`src/rtl/nametable_write_arb_if.sv`:
```
// Requester channels (scroll loader s0, CPU s1) plus the name/attribute table write ports
// of nametable_write_arb. The master side is the requester/RAM environment.
interface nametable_write_arb_if #(
    parameter int unsigned ADDR_W = 9
);
    logic              wr_window;

    logic              s0_valid;
    logic              s0_ready;
    logic              s0_sel;
    logic [3:0]        s0_be;
    logic [ADDR_W-1:0] s0_addr;
    logic [31:0]       s0_data;
    logic              s0_last;

    logic              s1_valid;
    logic              s1_ready;
    logic              s1_sel;
    logic [3:0]        s1_be;
    logic [ADDR_W-1:0] s1_addr;
    logic [31:0]       s1_data;
    logic              s1_last;

    logic [3:0]        name_we;
    logic [ADDR_W-1:0] name_addr;
    logic [31:0]       name_data;
    logic [3:0]        attr_we;
    logic [ADDR_W-1:0] attr_addr;
    logic [31:0]       attr_data;

    logic [1:0]        owner;
    logic [15:0]       beat_cnt;

    modport master (
        output wr_window,
        output s0_valid, s0_sel, s0_be, s0_addr, s0_data, s0_last,
        output s1_valid, s1_sel, s1_be, s1_addr, s1_data, s1_last,
        input  s0_ready, s1_ready,
        input  name_we, name_addr, name_data, attr_we, attr_addr, attr_data,
        input  owner, beat_cnt
    );

    modport slave (
        input  wr_window,
        input  s0_valid, s0_sel, s0_be, s0_addr, s0_data, s0_last,
        input  s1_valid, s1_sel, s1_be, s1_addr, s1_data, s1_last,
        output s0_ready, s1_ready,
        output name_we, name_addr, name_data, attr_we, attr_addr, attr_data,
        output owner, beat_cnt
    );
endinterface

```
`src/rtl/nametable_write_arb.sv`:
```
// Round-robin arbiter between the scroll loader (s0) and the CPU (s1) for name/attribute
// table writes; data moves only inside the write window, write ports are registered.
module nametable_write_arb #(
    parameter int unsigned ADDR_W    = 9,
    parameter int unsigned MAX_BURST = 16
) (
    input logic                  clk_100MHz,
    input logic                  rstn,
    nametable_write_arb_if.slave bus
);
    // Encoding doubles as the owner output.
    typedef enum logic [1:0] {
        StIdle   = 2'b00,
        StGrant0 = 2'b01,
        StGrant1 = 2'b10
    } state_e;

    localparam logic [7:0] BurstLast = 8'(MAX_BURST - 1);

    state_e            state_q;
    logic              prefer_s1_q;
    logic [7:0]        burst_q;
    logic [1:0]        quiet_q;

    logic              grant0;
    logic              grant1;
    logic              acc;
    logic              req_valid;
    logic              req_sel;
    logic              req_last;
    logic [3:0]        req_be;
    logic [ADDR_W-1:0] req_addr;
    logic [31:0]       req_data;

    assign grant0       = (state_q == StGrant0);
    assign grant1       = (state_q == StGrant1);
    assign bus.s0_ready = grant0 && bus.wr_window;
    assign bus.s1_ready = grant1 && bus.wr_window;
    assign bus.owner    = state_q;

    always_comb begin
        req_valid = bus.s0_valid;
        req_sel   = bus.s0_sel;
        req_last  = bus.s0_last;
        req_be    = bus.s0_be;
        req_addr  = bus.s0_addr;
        req_data  = bus.s0_data;
        if (grant1) begin
            req_valid = bus.s1_valid;
            req_sel   = bus.s1_sel;
            req_last  = bus.s1_last;
            req_be    = bus.s1_be;
            req_addr  = bus.s1_addr;
            req_data  = bus.s1_data;
        end
    end

    assign acc = (grant0 || grant1) && req_valid && bus.wr_window;

    always_ff @(posedge clk_100MHz) begin
        if (!rstn) begin
            state_q       <= StIdle;
            prefer_s1_q   <= 1'b0;
            burst_q       <= '0;
            quiet_q       <= '0;
            bus.name_we   <= '0;
            bus.name_addr <= '0;
            bus.name_data <= '0;
            bus.attr_we   <= '0;
            bus.attr_addr <= '0;
            bus.attr_data <= '0;
            bus.beat_cnt  <= '0;
        end else begin
            bus.name_we <= '0;
            bus.attr_we <= '0;
            if (acc) begin
                bus.beat_cnt <= bus.beat_cnt + 16'd1;
                if (req_sel) begin
                    bus.attr_we   <= req_be;
                    bus.attr_addr <= req_addr;
                    bus.attr_data <= req_data;
                end else begin
                    bus.name_we   <= req_be;
                    bus.name_addr <= req_addr;
                    bus.name_data <= req_data;
                end
            end

            unique case (state_q)
                StIdle: begin
                    burst_q <= '0;
                    quiet_q <= '0;
                    if (bus.s0_valid && !(bus.s1_valid && prefer_s1_q)) begin
                        state_q     <= StGrant0;
                        prefer_s1_q <= 1'b1;
                    end else if (bus.s1_valid) begin
                        state_q     <= StGrant1;
                        prefer_s1_q <= 1'b0;
                    end
                end
                StGrant0, StGrant1: begin
                    if (acc) begin
                        quiet_q <= '0;
                        if (req_last || burst_q == BurstLast) begin
                            state_q <= StIdle;
                            burst_q <= '0;
                        end else begin
                            burst_q <= burst_q + 8'd1;
                        end
                    end else if (bus.wr_window && !req_valid) begin
                        // Requester went quiet with the window open: abandon after 4 cycles.
                        if (quiet_q == 2'd3) begin
                            state_q <= StIdle;
                            quiet_q <= '0;
                        end else begin
                            quiet_q <= quiet_q + 2'd1;
                        end
                    end else begin
                        quiet_q <= '0;
                    end
                end
                default: state_q <= StIdle;
            endcase
        end
    end
endmodule
```
`src/flat_wrapper.sv`:
```
// flat-port wrapper written by rule: the top's interface ports become plain ports
module nametable_write_arb_flat 
#(
    parameter int unsigned ADDR_W    = 9,
    parameter int unsigned MAX_BURST = 16
)
  (clk_100MHz, rstn, bus_wr_window, bus_s0_valid, bus_s0_sel, bus_s0_be, bus_s0_addr, bus_s0_data, bus_s0_last, bus_s1_valid, bus_s1_sel, bus_s1_be, bus_s1_addr, bus_s1_data, bus_s1_last, bus_s0_ready, bus_s1_ready, bus_name_we, bus_name_addr, bus_name_data, bus_attr_we, bus_attr_addr, bus_attr_data, bus_owner, bus_beat_cnt);
  nametable_write_arb_if #(.ADDR_W(ADDR_W)) bus_i ();
  input logic clk_100MHz;
  input logic rstn;
  input wire logic [$bits(bus_i.wr_window)-1:0] bus_wr_window;
  input wire logic [$bits(bus_i.s0_valid)-1:0] bus_s0_valid;
  input wire logic [$bits(bus_i.s0_sel)-1:0] bus_s0_sel;
  input wire logic [$bits(bus_i.s0_be)-1:0] bus_s0_be;
  input wire logic [$bits(bus_i.s0_addr)-1:0] bus_s0_addr;
  input wire logic [$bits(bus_i.s0_data)-1:0] bus_s0_data;
  input wire logic [$bits(bus_i.s0_last)-1:0] bus_s0_last;
  input wire logic [$bits(bus_i.s1_valid)-1:0] bus_s1_valid;
  input wire logic [$bits(bus_i.s1_sel)-1:0] bus_s1_sel;
  input wire logic [$bits(bus_i.s1_be)-1:0] bus_s1_be;
  input wire logic [$bits(bus_i.s1_addr)-1:0] bus_s1_addr;
  input wire logic [$bits(bus_i.s1_data)-1:0] bus_s1_data;
  input wire logic [$bits(bus_i.s1_last)-1:0] bus_s1_last;
  output wire logic [$bits(bus_i.s0_ready)-1:0] bus_s0_ready;
  output wire logic [$bits(bus_i.s1_ready)-1:0] bus_s1_ready;
  output wire logic [$bits(bus_i.name_we)-1:0] bus_name_we;
  output wire logic [$bits(bus_i.name_addr)-1:0] bus_name_addr;
  output wire logic [$bits(bus_i.name_data)-1:0] bus_name_data;
  output wire logic [$bits(bus_i.attr_we)-1:0] bus_attr_we;
  output wire logic [$bits(bus_i.attr_addr)-1:0] bus_attr_addr;
  output wire logic [$bits(bus_i.attr_data)-1:0] bus_attr_data;
  output wire logic [$bits(bus_i.owner)-1:0] bus_owner;
  output wire logic [$bits(bus_i.beat_cnt)-1:0] bus_beat_cnt;
  assign bus_i.wr_window = bus_wr_window;
  assign bus_i.s0_valid = bus_s0_valid;
  assign bus_i.s0_sel = bus_s0_sel;
  assign bus_i.s0_be = bus_s0_be;
  assign bus_i.s0_addr = bus_s0_addr;
  assign bus_i.s0_data = bus_s0_data;
  assign bus_i.s0_last = bus_s0_last;
  assign bus_i.s1_valid = bus_s1_valid;
  assign bus_i.s1_sel = bus_s1_sel;
  assign bus_i.s1_be = bus_s1_be;
  assign bus_i.s1_addr = bus_s1_addr;
  assign bus_i.s1_data = bus_s1_data;
  assign bus_i.s1_last = bus_s1_last;
  assign bus_s0_ready = bus_i.s0_ready;
  assign bus_s1_ready = bus_i.s1_ready;
  assign bus_name_we = bus_i.name_we;
  assign bus_name_addr = bus_i.name_addr;
  assign bus_name_data = bus_i.name_data;
  assign bus_attr_we = bus_i.attr_we;
  assign bus_attr_addr = bus_i.attr_addr;
  assign bus_attr_data = bus_i.attr_data;
  assign bus_owner = bus_i.owner;
  assign bus_beat_cnt = bus_i.beat_cnt;
  nametable_write_arb #(.ADDR_W(ADDR_W), .MAX_BURST(MAX_BURST)) u_core (.clk_100MHz(clk_100MHz), .rstn(rstn), .bus(bus_i));
endmodule
```
`config.mk`:
```
export PLATFORM = sky130hd
export DESIGN_NAME = nametable_write_arb_flat
export DESIGN_NICKNAME = d
export VERILOG_FILES = /design/src/rtl/nametable_write_arb_if.sv /design/src/rtl/nametable_write_arb.sv /design/src/flat_wrapper.sv
export SDC_FILE = /design/constraint.sdc
export NUM_CORES = 1
export LEC_CHECK = 0
export ABC_AREA = 1
export BUFFER_PORTS_ARGS = -buffer_cell sky130_fd_sc_hd__buf_2
export CAP_MARGIN = 15
export CORE_MARGIN = 5
export CORE_UTILIZATION = 45
export CTS_CLUSTER_DIAMETER = 80
export CTS_CLUSTER_SIZE = 30
export DETAILED_ROUTE_END_ITERATION = 8
export PLACE_DENSITY = 0.75
export SYNTH_ARGS = -nofsm -noshare
export SYNTH_HDL_FRONTEND = slang
export SYNTH_SLANG_ARGS = --single-unit
```
`constraint.sdc`:
```
create_clock -name clk_100MHz -period 3.1 [get_ports clk_100MHz]
set_input_delay 0.155 -clock clk_100MHz [delete_from_list [all_inputs] [get_ports clk_100MHz]]
set_output_delay 0.155 -clock clk_100MHz [all_outputs]
set_load 0.05 [all_outputs]
```
==> insert_results.sql <==
INSERT INTO impl_metrics (metric_group, metric, value, unit) VALUES
('sta', 'timing.final.max_slew_violations', '0', ''),
('sta', 'worst_slew_slack_as_a_fraction_of_its_limit', '0.5153', ''),
('power_and_ir_drop', 'power_density', '772.8', 'mW/mm2'),
('final_layout', 'syn2layout_area_growth', '32.61', '%'),
('final_layout', 'antenna_cells', '0', ''),
('sta', 'timing_worst_slew_pin_value', '725.9', 'ps'),
('yosys', 'post_synth_num_cell_types', '31', ''),
('detailed_routing', 'detail_route.first_pass.iterations', '5', ''),
('clock_tree', 'cts_setup_buffers', '0', ''),
('yosys', 'synth-simple-area-share', '0.3324', ''),
('sta', 'grt_setup_unrepaired', 'no', ''),
('yosys', 'post_synth_inst_count', '754', ''),
('place', 'place.gp.congestion', '0.8764', ''),
('clock_tree', 'htreeDepth', '4', ''),
('grt', 'global_route.peak_usage_layer', 'met2', ''),
('yosys', 'synth-edff-count', '0', ''),
('grt', 'global_route.usage.met3', '0.04661', ''),
('worst_setup_path', 'critical_path.startpoint_type', 'flop', ''),
('worst_setup_path', 'critical_path.reg2reg.startpoint', 'u_core.bus.owner[0]$_SDFFE_PN0P_', ''),
('clock_tree', 'clk-insertion-delay-late', '390', 'ps'),
('min_path', 'worst_hold_path_type', 'primary input to flop', ''),
('yosys', 'synth-main-ff-cell', 'sky130_fd_sc_hd__dfxtp_1', ''),
('grt', 'globalRouteTotalUtil', '0.2042', ''),
('detailed_routing', 'total_vias_in_the_final_route', '5396', ''),
('grt', 'grt.met2_usage', '0.3426', ''),
('detailed_routing', 'route.detailed.vias_per_inst', '4.883', ''),
('worst_setup_path', 'crit_arrival', '2770', 'ps'),
('sta', 'skew', '9.925', 'ps'),
('grt', 'grt_antenna_before_repair', '0', ''),
('yosys', 'synth_top_area_cell', 'sky130_fd_sc_hd__dfxtp_1', ''),
('floorplan', 'floorplan.die_area', '0.01381', 'mm2'),
('min_path', 'holdCritStartpoint', 'bus_s1_be[1]', ''),
('clock_tree', 'ctsHoldBuffers', '0', ''),
('run', 'maxCapViolCount', '0', ''),
('worst_setup_path', 'reg2reg_setup_slack', '640', 'ps'),
('grt', 'gr-usage-met1', '0.2544', ''),
('yosys', 'yosys.area_share.adder', '0.01684', ''),
('clock_tree', 'root_buffer', 'sky130_fd_sc_hd__clkbuf_16', ''),
('yosys', 'main_combinational_cell_family_by_area_after_synthesis', 'simple AND/OR/NAND/NOR gates', ''),
('final_layout', 'fin_area', '0.006899', 'mm2'),
('yosys', 'synth_mux_area_frac', '0.007696', ''),
('clock_tree', 'clk_transition_reported_paths', '60', 'ps'),
('grt', 'globalRoute.totalOverflow', '0', ''),
('floorplan', 'fp-row-count', '39', ''),
('detailed_routing', 'antenna_violating_nets_post_route', '0', ''),
('final_layout', 'fraction_of_layout_instances_using_a_drive_strength_above_1', '0.2900', ''),
('worst_setup_path', 'worst-r2r-cell-count', '12', ''),
('status', 'outcome', 'completed', ''),
('grt', 'global_route_wire_length_before_repair', '23970', 'um'),
('yosys', 'syn_nets', '860', ''),
('sta', 'finalSetupViolCount', '0', ''),
('min_path', 'hold-path-cell-count', '3', ''),
('clock_tree', 'ctsLongestPathBuffers', '2', ''),
('yosys', 'synth_area_per_cell', '6.900', 'um2'),
('clock_tree', 'cts-buffers-inserted', '17', ''),
('yosys', 'synthesis.yosys.warnings', '0', ''),
('yosys', 'synth_top_area_frac', '0.4579', ''),
('floorplan', 'io_pins', '209', ''),
('sta', 'fin_crit_sh', '0.7946', ''),
('worst_setup_path', 'critPathMaxFanout', '22', ''),
('yosys', 'post_synthesis_share_of_cell_area_spent_on_xor_and_xnor_gates', '0.003367', ''),
('detailed_routing', 'remaining_drc_errors', '0', ''),
('min_path', 'whs_endpoint', 'u_core.bus.attr_we[1]$_SDFF_PN0_', ''),
('grt', 'largest_net_degree_at_the_start_of_global_routing', '53', ''),
('grt', 'first_global_vias', '4934', ''),
('sta', 'final.min_clock_period', '2463', 'ps'),
('yosys', 'synth_compound_area_frac', '0.1142', ''),
('detailed_routing', 'totalWireLength', '14800', 'um'),
('sta', 'achievable_frequency', '406.0', 'MHz'),
('yosys', 'yosys_register_bits', '119', ''),
('final_layout', 'finish.net_count', '1056', '');
-- kinds of logic after synthesis --
kind of cell / count (synthesis)
xor gates and xnor gates: 2
AOI/OAI and AO/OA: 108
muxes: 4
DFF: 119
adders and majority gates: 7
and+or+nand+nor: 436
buffers and inverters: 78
-- sequential cells by signal, summed over array words and instances, names as in the netlist, 4 cells and up --
signal	flops
u_core.bus.name_data	32
u_core.bus.attr_data	32
u_core.burst_q	8
u_core.bus.attr_we	4
u_core.bus.beat_cnt	16
u_core.bus.attr_addr	9
u_core.bus.name_we	4
u_core.bus.name_addr	9
-- per-stage QoR --
stage	power, mW	setup slack (ps)	util	instances
6_report	5.332	636.7	0.6068	1105
3_5_place_dp	3.383	648.7	0.5539	1074
4_1_cts	5.381	631.3	0.6068	1105
2_1_floorplan	2.985	916.4	-	754
3_3_place_gp	3.376	752.4	0.5539	1074
5_1_grt	5.600	388.6	0.6068	1105
-- cell usage in the layout (no fill, tap or decap), types with 6 or more instances in the layout --
cell	instances
sky130_fd_sc_hd__inv_1	33
sky130_fd_sc_hd__nor3_1	11
sky130_fd_sc_hd__ha_1	6
sky130_fd_sc_hd__a21oi_1	83
sky130_fd_sc_hd__o21ai_0	9
sky130_fd_sc_hd__clkbuf_16	17
sky130_fd_sc_hd__a21oi_2	10
sky130_fd_sc_hd__buf_2	208
sky130_fd_sc_hd__nand3_1	17
sky130_fd_sc_hd__dfxtp_1	119
sky130_fd_sc_hd__buf_4	7
sky130_fd_sc_hd__nand2_1	335
sky130_fd_sc_hd__nand2_2	13
sky130_fd_sc_hd__nor2_1	52
-- report_power, final --
part,internal (mW),leakage [nW],switching [mW]
sequential,1.66,0.961,0.0748
clock,1.27,0.280,0.718
combinational,0.402,2.05,1.20
total,3.34,3.29,2.00
-- metal layers --
metal	share of wire	vias to the layer above
li1	-	2768
met4	0.022	0
met3	0.066	19
met5	0	-
met1	0.44	2427
met2	0.47	182
-- layout make-up --
| cell class | count | area (um2) |
|---|---|---|
| Fill cell | 1091 | 4471 |
| Multi-Input combinational cell | 557 | 2471 |
| Sequential cell | 119 | 2382 |
| Timing Repair Buffer | 216 | 1114 |
| Clock buffer | 18 | 429.2 |
| Tap cell | 143 | 178.9 |
| Clock inverter | 13 | 172.7 |
| Inverter | 39 | 151.4 |
-- critical path: stages (launching register included) --
cell and delay, ps:
sky130_fd_sc_hd__dfxtp_1 370, sky130_fd_sc_hd__inv_1 90, sky130_fd_sc_hd__ha_2 270, sky130_fd_sc_hd__inv_2 240, sky130_fd_sc_hd__nand2_2 90, sky130_fd_sc_hd__nand2_2 110
sky130_fd_sc_hd__nand2_2 150, sky130_fd_sc_hd__inv_2 160, sky130_fd_sc_hd__nand2_1 100, sky130_fd_sc_hd__inv_2 350, sky130_fd_sc_hd__buf_4 260, sky130_fd_sc_hd__nand2_1 70
sky130_fd_sc_hd__a21oi_1 130
-- worst max-delay path by stage --
stage | start | slack (ps) | endpoint | cells past startpoint
2_1_floorplan | u_core.bus.owner[0]$_SDFFE_PN0P_ | 920 | u_core.bus.attr_data[13]$_SDFFE_PN0P_ | 11
3_3_place_gp | u_core.bus.owner[0]$_SDFFE_PN0P_ | 750 | u_core.bus.name_addr[5]$_SDFFE_PN0P_ | 12
3_5_place_dp | u_core.bus.owner[0]$_SDFFE_PN0P_ | 650 | u_core.bus.name_data[1]$_SDFFE_PN0P_ | 12
4_1_cts | u_core.bus.owner[0]$_SDFFE_PN0P_ | 630 | u_core.bus.name_data[1]$_SDFFE_PN0P_ | 12
5_1_grt | u_core.bus.owner[0]$_SDFFE_PN0P_ | 390 | u_core.bus.name_addr[5]$_SDFFE_PN0P_ | 12
6_report | u_core.bus.owner[0]$_SDFFE_PN0P_ | 640 | u_core.bus.name_data[3]$_SDFFE_PN0P_ | 12
-- Yosys cell counts (all sizes together), types with 4 or more instances --
master / count
a21oi: 93
dfxtp: 119
o21ai: 11
ha: 7
nand2: 348
clkbuf: 18
mux2i: 4
nor2: 52
nand3: 17
buf: 21
nor3: 11
inv: 37
Power figures use the tool's default switching activity.
